`config.mk`:
```
export PLATFORM = sky130hd
export DESIGN_NAME = runahead_operand_validator
export DESIGN_NICKNAME = d
export VERILOG_FILES = /design/src/rtl/cpu_control_pkg.sv /design/src/rtl/runahead_poison_scoreboard.sv /design/src/rtl/runahead_operand_validator.sv
export SDC_FILE = /design/constraint.sdc
export NUM_CORES = 1
export LEC_CHECK = 0
export CAP_MARGIN = 15
export CORE_MARGIN = 5
export CORE_UTILIZATION = 50
export DETAILED_ROUTE_END_ITERATION = 8
export GPL_TIMING_DRIVEN = 0
export PLACE_DENSITY = 0.88
export SLEW_MARGIN = 20
export SYNTH_ARGS = -nofsm -noshare
export SYNTH_HDL_FRONTEND = slang
export SYNTH_SLANG_ARGS = --single-unit
```
`constraint.sdc`:
```
create_clock -name clk -period 5.2 [get_ports clk]
set_clock_uncertainty 0.15 [all_clocks]
set_input_delay 0.52 -clock clk [delete_from_list [all_inputs] [get_ports clk]]
set_output_delay 0.52 -clock clk [all_outputs]
set_load 0.01 [all_outputs]
```
`src/rtl/cpu_control_pkg.sv`:
```
// Shared control types for the runahead operand validator.
package cpu_control_pkg;

  typedef enum logic [0:0] {
    RA_NORMAL   = 1'b0,
    RA_RUNAHEAD = 1'b1
  } ra_state_e;

  // Bit positions inside a 3-bit register status word.
  localparam int unsigned STATUS_DIRTY = 2;
  localparam int unsigned STATUS_TBW   = 1;
  localparam int unsigned STATUS_TBR   = 0;

endpackage

```
`src/rtl/runahead_poison_scoreboard.sv`:
```
// Per-register poison bits: set by diverted writers, cleared by load writeback.
module runahead_poison_scoreboard #(
  parameter int unsigned REG_ADDR_W = 4
) (
  input  logic                  clk_i,
  input  logic                  rst_ni,
  input  logic                  adv_i,
  input  logic                  flush_i,
  input  logic                  set_i,
  input  logic [REG_ADDR_W-1:0] set_addr_i,
  input  logic                  clr_i,
  input  logic [REG_ADDR_W-1:0] clr_addr_i,
  input  logic [REG_ADDR_W-1:0] rd_a_addr_i,
  input  logic [REG_ADDR_W-1:0] rd_b_addr_i,
  output logic                  rd_a_o,
  output logic                  rd_b_o,
  output logic                  empty_o
);

  localparam int unsigned NUM_REGS = 2 ** REG_ADDR_W;

  logic [NUM_REGS-1:0] poison_q;
  logic [NUM_REGS-1:0] poison_d;
  logic [NUM_REGS-1:0] set_mask;
  logic [NUM_REGS-1:0] clr_mask;

  // Clear is applied before set so a same-address set wins.
  always_comb begin
    set_mask = '0;
    clr_mask = '0;
    if (set_i) set_mask[set_addr_i] = 1'b1;
    if (clr_i) clr_mask[clr_addr_i] = 1'b1;
    poison_d = poison_q;
    if (flush_i) begin
      poison_d = '0;
    end else if (adv_i) begin
      poison_d = (poison_q & ~clr_mask) | set_mask;
    end
  end

  always_ff @(posedge clk_i or negedge rst_ni) begin
    if (!rst_ni) begin
      poison_q <= '0;
    end else begin
      poison_q <= poison_d;
    end
  end

  assign rd_a_o  = poison_q[rd_a_addr_i];
  assign rd_b_o  = poison_q[rd_b_addr_i];
  // Empty flag looks at the post-edge contents so the FSM can leave runahead
  // on the same edge that clears the last poisoned register.
  assign empty_o = (poison_d == '0);

endmodule

```
`src/rtl/runahead_operand_validator.sv`:
```
// Decides per issued instruction whether it executes normally or is diverted
// into the runahead queue because an operand is dirty, poisoned or forwarded
// from an earlier diverted instruction.
module runahead_operand_validator
  import cpu_control_pkg::*;
#(
  parameter int unsigned INSTR_W     = 16,
  parameter int unsigned REG_ADDR_W  = 4,
  parameter int unsigned FWD_DEPTH   = 2,
  parameter int unsigned STRICT_READ = 1,
  parameter int unsigned CNT_W       = 8
) (
  input  logic                  clk,
  input  logic                  async_rst_n,
  input  logic                  clk_en,
  input  logic                  issue_valid,
  output logic                  issue_ready,
  input  logic [INSTR_W-1:0]    issue_instr,
  input  logic [REG_ADDR_W-1:0] issue_dest,
  input  logic                  issue_dest_we,
  input  logic [REG_ADDR_W-1:0] a_addr,
  input  logic [2:0]            a_status,
  input  logic [REG_ADDR_W-1:0] b_addr,
  input  logic [2:0]            b_status,
  input  logic [FWD_DEPTH-1:0]  fwd_a,
  input  logic [FWD_DEPTH-1:0]  fwd_b,
  input  logic                  load_wb_valid,
  input  logic [REG_ADDR_W-1:0] load_wb_addr,
  input  logic                  flush,
  output logic                  exec_valid,
  output logic                  invalidate,
  output logic                  fwd_load_a,
  output logic                  fwd_load_b,
  output logic                  rq_valid,
  input  logic                  rq_ready,
  output logic [INSTR_W-1:0]    rq_instr,
  output logic                  rq_a_would_fwd,
  output logic                  rq_b_would_fwd,
  output logic                  runahead_active,
  output logic [CNT_W-1:0]      divert_count
);

  ra_state_e            state_q, state_d;
  logic [FWD_DEPTH-1:0] hist_q, hist_d;
  logic                 rq_valid_q, rq_valid_d;
  logic [INSTR_W-1:0]   rq_instr_q, rq_instr_d;
  logic                 rq_a_q, rq_a_d;
  logic                 rq_b_q, rq_b_d;
  logic [CNT_W-1:0]     count_q, count_d;

  logic load_match_a, load_match_b;
  logic poison_a, poison_b, poison_empty_next;
  logic dirty_a, dirty_b, fdirty_a, fdirty_b;
  logic divert, accept, divert_acc;
  logic unused_status;

  assign unused_status = a_status[STATUS_TBW] ^ b_status[STATUS_TBW] ^ b_status[STATUS_TBR];

  assign load_match_a = load_wb_valid && (load_wb_addr == a_addr);
  assign load_match_b = load_wb_valid && (load_wb_addr == b_addr);

  assign dirty_a  = (a_status[STATUS_DIRTY] || poison_a) && !load_match_a;
  assign dirty_b  = (b_status[STATUS_DIRTY] || poison_b) && !load_match_b;
  assign fdirty_a = |(fwd_a & hist_q);
  assign fdirty_b = |(fwd_b & hist_q);

  assign divert = dirty_a || dirty_b || fdirty_a || fdirty_b ||
                  ((STRICT_READ != 0) && a_status[STATUS_TBR]);

  assign issue_ready = clk_en && (!rq_valid_q || rq_ready) && !flush;
  assign accept      = issue_valid && issue_ready;
  assign divert_acc  = accept && divert;

  runahead_poison_scoreboard #(
    .REG_ADDR_W (REG_ADDR_W)
  ) u_poison (
    .clk_i       (clk),
    .rst_ni      (async_rst_n),
    .adv_i       (clk_en),
    .flush_i     (flush),
    .set_i       (divert_acc && issue_dest_we),
    .set_addr_i  (issue_dest),
    .clr_i       (load_wb_valid),
    .clr_addr_i  (load_wb_addr),
    .rd_a_addr_i (a_addr),
    .rd_b_addr_i (b_addr),
    .rd_a_o      (poison_a),
    .rd_b_o      (poison_b),
    .empty_o     (poison_empty_next)
  );

  // Next-state for FSM, divert history, runahead queue register and counter.
  always_comb begin
    state_d    = state_q;
    hist_d     = hist_q;
    rq_valid_d = rq_valid_q;
    rq_instr_d = rq_instr_q;
    rq_a_d     = rq_a_q;
    rq_b_d     = rq_b_q;
    count_d    = count_q;
    if (flush) begin
      state_d    = RA_NORMAL;
      hist_d     = '0;
      rq_valid_d = 1'b0;
      count_d    = '0;
    end else if (clk_en) begin
      if (accept) begin
        hist_d = (hist_q << 1) | FWD_DEPTH'(divert);
      end
      if (divert_acc) begin
        rq_valid_d = 1'b1;
        rq_instr_d = issue_instr;
        rq_a_d     = |fwd_a;
        rq_b_d     = |fwd_b;
      end else if (rq_ready) begin
        rq_valid_d = 1'b0;
      end
      if (divert_acc && (count_q != '1)) begin
        count_d = count_q + CNT_W'(1);
      end
      unique case (state_q)
        RA_NORMAL: begin
          if (divert_acc) state_d = RA_RUNAHEAD;
        end
        RA_RUNAHEAD: begin
          if (poison_empty_next && !rq_valid_q && !divert_acc) begin
            state_d = RA_NORMAL;
            count_d = '0;
          end
        end
        default: state_d = RA_NORMAL;
      endcase
    end
  end

  // State registers with asynchronous active-low reset.
  always_ff @(posedge clk or negedge async_rst_n) begin
    if (!async_rst_n) begin
      state_q    <= RA_NORMAL;
      hist_q     <= '0;
      rq_valid_q <= 1'b0;
      rq_instr_q <= '0;
      rq_a_q     <= 1'b0;
      rq_b_q     <= 1'b0;
      count_q    <= '0;
    end else begin
      state_q    <= state_d;
      hist_q     <= hist_d;
      rq_valid_q <= rq_valid_d;
      rq_instr_q <= rq_instr_d;
      rq_a_q     <= rq_a_d;
      rq_b_q     <= rq_b_d;
      count_q    <= count_d;
    end
  end

  // Combinational outputs are forced low while reset is asserted.
  assign exec_valid      = async_rst_n && accept && !divert;
  assign invalidate      = async_rst_n && issue_valid && divert;
  assign fwd_load_a      = async_rst_n && load_match_a;
  assign fwd_load_b      = async_rst_n && load_match_b;
  assign rq_valid        = rq_valid_q;
  assign rq_instr        = rq_instr_q;
  assign rq_a_would_fwd  = rq_a_q;
  assign rq_b_would_fwd  = rq_b_q;
  assign runahead_active = (state_q == RA_RUNAHEAD);
  assign divert_count    = count_q;

endmodule

```
==> impl_metrics.tcl <==
set metrics [dict create \
    hp-start "hist_q[0]$_DFFE_PN0P_" \
    tightest_slew_ns 0.504 \
    worstSetupPathType "in2out" \
    syn_nets 326 \
    postSynthCellCount 275 \
    setup-tns-final_ns 0 \
    clk_pin_slew_worst_paths_ns 0.08 \
    slowest_stage "clkdlybuf4s50_1" \
    ys_types 55 \
    finalCritPeriodShare_pct 68.1 \
    cp_top_family "buffers and inverters" \
    dieArea_um2 7170 \
    ys_seq_area_share_pct 41.3 \
    rsz0062_at_grt "no" \
    ir_worst_vdd_mv 0.247 \
    period_needed_ns 3.54 \
    drive_above_1_share_pct 14.0 \
    cts-buffers-inserted 5 \
    vias_per_cell 6.04 \
    cp-end-kind "output pin" \
    place_ws_ns 1.69 \
    fin_ws_ns 1.66 \
    cts_tree "built" \
    synth_edf_count 0 \
    hp-class "reg2reg" \
    fmax_ghz 0.282 \
    cp_common_cell "clkdlybuf4s50_1" \
    hold_viol 0 \
    track_usage_pct 22.7 \
    fillers 411 \
    stdcell_area_um2 3730 \
    leakage_nw 1.48 \
    cts_max_path_buffers 2 \
    setup_viol 0 \
    dpl_cell_area_um2 3610 \
    cp_cell_sequence "clkdlybuf4s50_1, nor2b_1, a21boi_0, and2_0, nand2_1, nor2_1, clkdlybuf4s50_1" \
    multiInputGateArea_um2 1520 \
    firstDrtPassIters 4 \
    power_uw 915 \
    cp_data_arrival_time_ns 2.87 \
    place_congestion 0.926 \
    critPathMaxStageDelay_ns 0.57 \
    root_buffer "clkbuf_8" \
    start_kind "primary input" \
    synthFlopType "dfrtp_1" \
    critPathBufInv 2 \
    reg2reg_slack_ns 2.53 \
    core_um2 5470 \
    synthArstFlopShare_pct 100 \
    numClockSinks 46 \
    whs_path_depth 2 \
    cts-resized-gates 0 \
    clock_latency_ns 0.30 \
    synth_seq_cells 46 \
    avgSynthCellArea_um2 10.1 \
    antenna_found_initial 0 \
    cp_max_fo 6 \
    grt_pass1_wl_um 13200 \
    nNetsFinal 407 \
    drc_errors 0 \
    antenna_left 0 \
    die_h_um 84.7 \
    dp.cells 420 \
    grt_max_degree 35 \
    hpwl_um 5950 \
    grt_pass1_vias 2706 \
    final_core_util_pct 68.2 \
    r2r_end "divert_count[4]$_DFFE_PN0P_" \
    r2r_start "u_poison.poison_q[14]$_DFF_PN0_" \
    hold-path-endpoint "hist_q[1]$_DFFE_PN0P_" \
    io_pins 83 \
    htree_levels 2 \
    seq_area_um2 1150 \
    finalMaxSlewViolations 0 \
    outcome "completed" \
    power_density_nw_per_um2 245 \
    numPortBuffers 72 \
    worstRegToRegCells 7 \
    crit_required_ns 4.53 \
    rows 27 \
    wl_per_cell_um 18.4 \
    slew_headroom_pct 66.3 \
    fin_hold_ws_ns 0.354 \
    yosysWarnings 0 \
    drtIter0Drc 306 \
    diodes 0 \
    gr-total-overflow 0 \
    start_util_pct 51.0 \
    final_cells 429 \
    die_w_um 84.7 \
    vias 2593 \
    wirelength_um 7890 \
    maxCapViolCount 0 \
    area_growth_pct 33.8 \
    syn-cell-area_um2 2790 \
]
cell usage in the layout (no fill, tap or decap), drive strengths merged, types with 10 or more instances in the layout:
master	synthesis	final
nand2	20	20
inv	10	10
nand3	11	11
o21ai	26	26
dfrtp	46	46
clkdlybuf4s50	0	71
mux2	22	22
buf	9	11
nor2	15	15
clkbuf	6	13
synth_stat cells, types with 2 or more instances:
master | number | area share (%)
a21oi_1 | 8 | 1.4
a221oi_1 | 2 | 0.63
a31o_2 | 3 | 0.94
and2_1 | 2 | 0.45
and3_1 | 4 | 0.90
and4_1 | 2 | 0.63
buf_2 | 7 | 1.3
buf_6 | 2 | 0.81
clkbuf_1 | 6 | 0.81
dfrtp_1 | 46 | 41
inv_1 | 10 | 1.3
mux2_2 | 13 | 5.2
mux2_4 | 9 | 4.8
mux2i_1 | 3 | 1.1
mux4_2 | 5 | 4.0
nand2_1 | 20 | 2.7
nand2b_1 | 5 | 1.1
nand3_1 | 11 | 2.0
nand3b_1 | 5 | 1.3
nand4_1 | 5 | 1.1
nand4b_1 | 3 | 0.94
nor2_1 | 15 | 2.0
nor3_1 | 5 | 0.90
nor3b_1 | 4 | 1.1
nor4_1 | 2 | 0.45
o211ai_1 | 6 | 1.6
o21ai_0 | 20 | 3.6
o21ai_1 | 6 | 1.1
o22ai_1 | 6 | 1.3
o31a_1 | 3 | 0.94
o31ai_1 | 3 | 0.81
o32ai_1 | 3 | 0.94
o41ai_1 | 3 | 0.94
xnor2_1 | 2 | 0.63
xor2_1 | 6 | 1.9
repair_timing:
item,CTS,global route
hold buffers,1,0
endpoints found under the hold margin,2,0
buffers inserted,0,0
power by group:
| part | leakage (nW) | internal (mW) | switching [mW] |
|---|---|---|---|
| clock network | 0.0524 | 0.144 | 0.115 |
| registers | 0.599 | 0.393 | 0.0224 |
| logic | 0.827 | 0.142 | 0.0993 |
registers in the layout (all words and copies together), names as in the netlist:
name	flops
divert_count	8
hist_q	2
rq_a_would_fwd	1
rq_b_would_fwd	1
rq_instr	16
rq_valid	1
runahead_active	1
u_poison.poison_q	16
final cells by class:
| cell class | count | share of cell area (%) |
|---|---|---|
| clock buffers | 7 | 2.05 |
| multi-input cells | 204 | 40.7 |
| flip-flops and latches | 46 | 30.9 |
| clock inverters | 1 | 0.805 |
| plain buffers | 15 | 2.15 |
| repair buffers | 74 | 20.0 |
| well taps | 72 | 2.41 |
| inverters | 10 | 1.01 |
metal layers:
metal | GRT usage (%) | part of all wire (%)
met2 | 37.4 | 47
met5 | 0 | 0
met1 | 27.7 | 40
met4 | 6.47 | 1.5
met3 | 8.83 | 12
worst register-to-register path: stages, from the launching register on:
cell and delay [ns]:
dfrtp_1 0.43, mux4_2 0.49, mux2i_1 0.16, o2111ai_1 0.15, a2bb2o_4 0.26, and2_4 0.16, o41ai_4 0.56, o21ai_1 0.16
cell families after synthesis:
kind of cell,count (synthesis),share of synthesized area (%)
flops,46,41.3
compound gates,76,19.2
fa+ha+maj,1,0.449
xor+xnor,8,2.51
simple gates,89,17.1
buf+inv,25,4.22
mux,30,15.2
how the worst max path moves through the flow:
| stage | from | to | slack [ns] | cells past startpoint |
|---|---|---|---|---|
| after floorplan | b_addr[2] | invalidate | 2.50 | 7 |
| after global routing | clk_en | exec_valid | 1.51 | 7 |
| after detailed placement | clk_en | exec_valid | 1.69 | 7 |
| after CTS | clk_en | exec_valid | 1.66 | 7 |
| after global placement | async_rst_n | fwd_load_a | 1.04 | 3 |
| final | clk_en | exec_valid | 1.66 | 7 |
No activity file was read; power rests on OpenSTA's default activity.
